===== src/rtl/seq_det.sv =====
// Serial pattern detector fed by the upstream DFF stage's registered Q.
// Flags each occurrence of PATTERN in the accepted bit stream and keeps a
// saturating match count with a sticky saturation flag.
//
// Ports:
//   clk_i   - clock, all state updates on the rising edge
//   rst_i   - asynchronous active-high reset
//   en_i    - din_i valid this cycle; state holds when low (clr_i still acts)
//   din_i   - serial data bit
//   clr_i   - synchronous clear of history, fill, count and sat_o (beats en_i)
//   match_o - one-cycle pulse after the edge that sampled the final pattern bit
//   cnt_o   - saturating match count since reset/clear
//   sat_o   - sticky: a match arrived while cnt_o was already all-ones
//   hist_o  - last PAT_W accepted bits, newest in bit 0
module seq_det #(
   parameter int unsigned         PAT_W   = 4,
   parameter logic [PAT_W-1:0]    PATTERN = PAT_W'(4'b1101),
   parameter bit                  OVERLAP = 1'b1,
   parameter int unsigned         CNT_W   = 8
) (
   input  logic             clk_i,
   input  logic             rst_i,
   input  logic             en_i,
   input  logic             din_i,
   input  logic             clr_i,
   output logic             match_o,
   output logic [CNT_W-1:0] cnt_o,
   output logic             sat_o,
   output logic [PAT_W-1:0] hist_o
);

   localparam int unsigned FILL_W = $clog2(PAT_W + 1);

   logic [PAT_W-1:0]  hist_q, hist_d;
   logic [FILL_W-1:0] fill_q, fill_d;
   logic [CNT_W-1:0]  cnt_q, cnt_d;
   logic              sat_q, sat_d;
   logic              match_q, match_d;
   logic [PAT_W-1:0]  next_hist;
   logic              hit;

   // Candidate history and match qualifier; fill gating keeps the reset
   // zeros in the history from matching an all-zeros pattern.
   always_comb begin
      next_hist = {hist_q[PAT_W-2:0], din_i};
      hit       = (fill_q >= FILL_W'(PAT_W - 1)) && (next_hist == PATTERN);
   end

   // Next-state logic: clear beats enable; idle edges only drop the pulse.
   always_comb begin
      hist_d  = hist_q;
      fill_d  = fill_q;
      cnt_d   = cnt_q;
      sat_d   = sat_q;
      match_d = 1'b0;
      if (clr_i) begin
         hist_d = '0;
         fill_d = '0;
         cnt_d  = '0;
         sat_d  = 1'b0;
      end else if (en_i) begin
         match_d = hit;
         if (hit && (OVERLAP == 1'b0)) begin
            hist_d = '0;
            fill_d = '0;
         end else begin
            hist_d = next_hist;
            fill_d = (fill_q == FILL_W'(PAT_W)) ? fill_q : fill_q + FILL_W'(1);
         end
         if (hit) begin
            if (&cnt_q) begin
               sat_d = 1'b1;
            end else begin
               cnt_d = cnt_q + CNT_W'(1);
            end
         end
      end
   end

   // State registers; every output is taken straight from a flop.
   always_ff @(posedge clk_i or posedge rst_i) begin
      if (rst_i) begin
         hist_q  <= '0;
         fill_q  <= '0;
         cnt_q   <= '0;
         sat_q   <= 1'b0;
         match_q <= 1'b0;
      end else begin
         hist_q  <= hist_d;
         fill_q  <= fill_d;
         cnt_q   <= cnt_d;
         sat_q   <= sat_d;
         match_q <= match_d;
      end
   end

   assign match_o = match_q;
   assign cnt_o   = cnt_q;
   assign sat_o   = sat_q;
   assign hist_o  = hist_q;

endmodule


===== config.mk =====
export PLATFORM = sky130hd
export DESIGN_NAME = seq_det
export DESIGN_NICKNAME = d
export VERILOG_FILES = /design/src/rtl/seq_det.sv
export SDC_FILE = /design/constraint.sdc
export NUM_CORES = 1
export LEC_CHECK = 0
export CORE_MARGIN = 3
export CORE_UTILIZATION = 52
export DETAILED_ROUTE_END_ITERATION = 8
export PLACE_DENSITY = 0.82
export SLEW_MARGIN = 25
export SYNTH_ARGS = -nofsm -noshare
export SYNTH_HDL_FRONTEND = slang
export SYNTH_SLANG_ARGS = --single-unit

===== constraint.sdc =====
create_clock -name clk_i -period 3.1 [get_ports clk_i]
set_input_delay 0.465 -clock clk_i [delete_from_list [all_inputs] [get_ports clk_i]]
set_output_delay 0.465 -clock clk_i [all_outputs]
set_load 0.005 [all_outputs]

# --- Word level (Yosys, flattened, before mapping) ---
# Index checks and enable logic that the tools add are counted.
word_totals:
  out_inout_bits: 14
  ff_bits: 17
classes:
  muxes: 15
  eq_ne: 4
  add_sub_neg: 2
  magnitude_cmp: 1
  reduce_logical: 8
ops:
  columns: ["operator", "count"]
  rows:
  - ["$mux 8", 4]
  - ["$mux 3", 3]
  - ["$add 8x1->8 const B", 1]
  - ["$mux 4", 2]
  - ["$reduce_and 8->1", 1]
  - ["$mux 1", 6]
  - ["$reduce_and 3->1", 2]
  - ["$reduce_bool 2->1", 3]
  - ["$eq 4x4->1 const B", 1]
  - ["$ne 2x2->1 const B", 2]
  - ["$add 3x1->3 const B", 1]
  - ["$eq 3x3->1 const B", 1]
  - ["$ge 3x2->1 const B", 1]
  - ["$reduce_and 2->1", 1]
  - ["$logic_and 1x1->1", 1]

# --- Logic depth before layout (Yosys ltp) ---
depth:
  ltp_word: 5
  mapped_depth: 8
  depth_no_buf: 6

# --- Worst setup path after synthesis ---
# No wires, ideal clock.
synth_timing:
  path_kind: "input port to flip-flop"
  from: "in en_i"
  to: "reg cnt_q[2] (netlist: cnt_o[2])"
  setup_time_ns: 0.140
  stages: 7
  path_buffers: 3
  path_slack_ns: 1.143
  t_arrival_ns: 1.817
  path_cell_list: "buf_6 nand2_2 or4_1 buf_2 buf_2 o311ai_0 o41ai_1"
synth_between:
  elab_chain_len: 2
synth_lines:
  columns: ["item", "line_no", "source"]
  rows:
  - ["from (decl)", "23", "input logic en_i,"]
  - ["$reduce_bool 2->1 (no line)", null, null]
  - ["$reduce_and 3->1 (no line)", null, null]
  - ["to (signal assigned)", "91", "cnt_q <= cnt_d;"]
  - ["to (decl)", "36", "logic [CNT_W-1:0] cnt_q, cnt_d;"]
# No other way between the ends.
# A chain may end at the register's enable or synchronous reset.

# --- Worst setup path after layout ---
layout_timing:
  from: "in en_i"
  to: "reg cnt_q[4] (netlist: cnt_o[4])"
# The elaborated chain is that of the path after synthesis.

==> results.ini <==
[run_status]
outcome=finished clean

[synthesis]
ys_ff_latch=17
yosys.area_share.simple_pct=17.7
synth.yosys.seq_area_share_pct=48.6
syn-cell-area_um2=876
synth_xor_xnor_area_share_pct=1.00
netlist_instances=91
synth_edf_count=0
synth_fp_nets=100
synth_top_area_share_pct=48.6
synth_compound_area_share_pct=15.7
synthTopCellsByArea=dfrtp_1, ha_1, a21oi_1
avgSynthCellArea_um2=9.62
synth_area_leader_cell=dfrtp_1
ys_types=27
postSynth.asyncResetShare_pct=100
yosysWarnings=0
synthMuxAreaShare_pct=4.57
synth_fa_ha_area_share_pct=5.71
synth_top_family_by_area=simple AND/OR/NAND/NOR gates
synth_flop_cell=dfrtp_1

[setup_path]
start_kind=input pin
crit_fanout=17
crit_chain=clkdlybuf4s50_1, nand2_2, or4_1, or4_1, a21oi_1
worstSetupPathType=input pin to flop
cp-end-kind=flop
crit_path_top_delay_cell=or4_1
critPathRequiredTime_ns=3.31
crit_path_max_incr_delay_ns=0.76
worst_ep_arrival_time_ns=2.52
crit_path_frequent_cell=or4_1

[global_route]
grt_use_total_pct=20.9
grt_pass1_wl_mm=3.26
grt_max_degree=18
first_global_vias=768
overflow=0
antenna_found_initial=0

[sta]
skew_ns=0.00874
slew_headroom_pct=58.2
setup_viol=0
worstMarginPinSlew_ns=0.627
finalCritPeriodShare_pct=74.5
setup_tns_ns=0
hold_viol=0
report.final.slew_viol_count=0
max_freq_ghz=0.433
min_period_ns=2.31
rsz0062_at_grt=no

[final_layout]
finalCoreUtilization_pct=70.2
multi_input_area_um2=392
n_antenna_cell=0
area_growth_pct=23.6
layout-drive-gt1-share_pct=6.42
regArea_um2=425
layout.nets=119
layout.filler_cells=135

[clock_tree]
ctsHoldBuffers=0
clk_latency_ns=0.30
cts-root-buf=clkbuf_4
ctsResizeCount=0
cts_tree=yes
clk_pin_slew_ns=0.11
htreeDepth=1
cts_buffer_depth=2
clock-sinks=17
numCtsBuffers=3
post-cts-setup-buffers=0

[drt]
routed_wl_mm=1.98
drtPass1Iterations=4
drtIter0Drc=12
antenna_left=0
wl_per_cell_um=15.8
drc_errors=0
vias_per_cell=6.19
vias=774

[floorplanning]
initial_core_util_pct=56.8
rows=14
ios=19
die_y_um=47.0
die_area_um2=2210
core_um2=1540
die_w_um=47.0

[power]
leakage_nw=0.451
vdd_drop_max_uv=197
total_power_mw=0.390
p_per_area_nw_per_um2=361

[job]
maxCapViolations=0

[min_path]
hp-class=flop to flop

[place]
hpwlAfterDp_mm=1.41
numPortBuffers=18
gp_congestion=0.837

[cells in the mapped netlist, types with 3 or more instances]
library cell,count
inv_1,8
o21ai_0,4
nor2_1,9
ha_1,4
nand2_1,5
dfrtp_1,17
or4_1,5
o41ai_1,3
a21oi_1,9
mux2i_1,4
[path summary, 6_finish.rpt]
path                                 from        end  slack [ns]  cells after the start
worst max-delay path                 en_i   cnt_o[4]        0.79                      5
max in group asynchronous           rst_i  hist_o[0]        2.15                      2
worst min register to register      sat_o      sat_o        0.52                      1
worst max register to register  fill_q[0]   cnt_o[4]        0.83                      6
min in group asynchronous           rst_i   cnt_o[6]        0.54                      2
worst min-delay path                sat_o      sat_o        0.52                      1
[area by class of cell]
type	instances	share of cell area (%)
Multi-Input combinational cell	61	36.2
Clock buffer	3	2.08
Clock inverter	1	0.462
Sequential cell	17	39.3
Tap cell	16	1.85
Timing Repair Buffer	19	17.3
Inverter	8	2.77
[layout by cell type, fill, tap and decap left out, types with 2 or more instances in the layout]
cell / count
nand3_1: 2
inv_1: 8
or3_1: 2
o21ai_0: 4
a21oi_1: 9
nor2_1: 9
mux2i_1: 4
ha_1: 4
dfrtp_1: 17
clkdlybuf4s50_1: 18
nand2_1: 5
clkbuf_4: 3
o31ai_1: 2
or4_1: 5
nand4_1: 2
o41ai_1: 3
[state kept, by name, summed over array words and instances, names as in the netlist]
name     flops
cnt_o        8
fill_q       3
hist_o       4
match_o      1
sat_o        1
[critical path, delay by kind of cell]
| kind | cells | cell delay [ns] |
|---|---|---|
| compound gates | 1 | 0.15 |
| simple gates | 3 | 1.41 |
| buf+inv | 1 | 0.50 |
[per-layer routing]
layer | routed length (um) | global-route usage, % | vias to the layer above
li1 | - | - | 362
met4 | 0 | 7.18 | 0
met5 | 0 | 0 | -
met1 | 866 | 26.8 | 391
met3 | 101 | 4.98 | 0
met2 | 1010 | 34.4 | 21
[kinds of logic after synthesis]
kind of cell               after synthesis
AOI/OAI and AO/OA                       22
xor gates and xnor gates                 1
adders and majority gates                4
buffers and inverters                   13
DFF                                     17
muxes                                    4
and+or+nand+nor                         30
[power by group]
| group | leakage, nW | switching (mW) | internal, mW |
|---|---|---|---|
| clock network | 0.0177 | 0.0745 | 0.0481 |
| registers | 0.235 | 0.00560 | 0.226 |
| logic | 0.198 | 0.0192 | 0.0167 |
[per-stage QoR]
stage | cell area [um2] | hold slack [ns] | setup WS, ns | instances
2_1_floorplan | 876 | 0.391 | 1.14 | 91
3_3_place_gp | 1050 | 0.477 | 0.542 | 121
3_5_place_dp | 1050 | 0.492 | 0.486 | 121
4_1_cts | 1080 | 0.521 | 0.789 | 125
5_1_grt | 1080 | 0.542 | 0.663 | 125
6_report | 1080 | 0.519 | 0.791 | 125
Note: power is estimated with default switching activity, not from simulation.
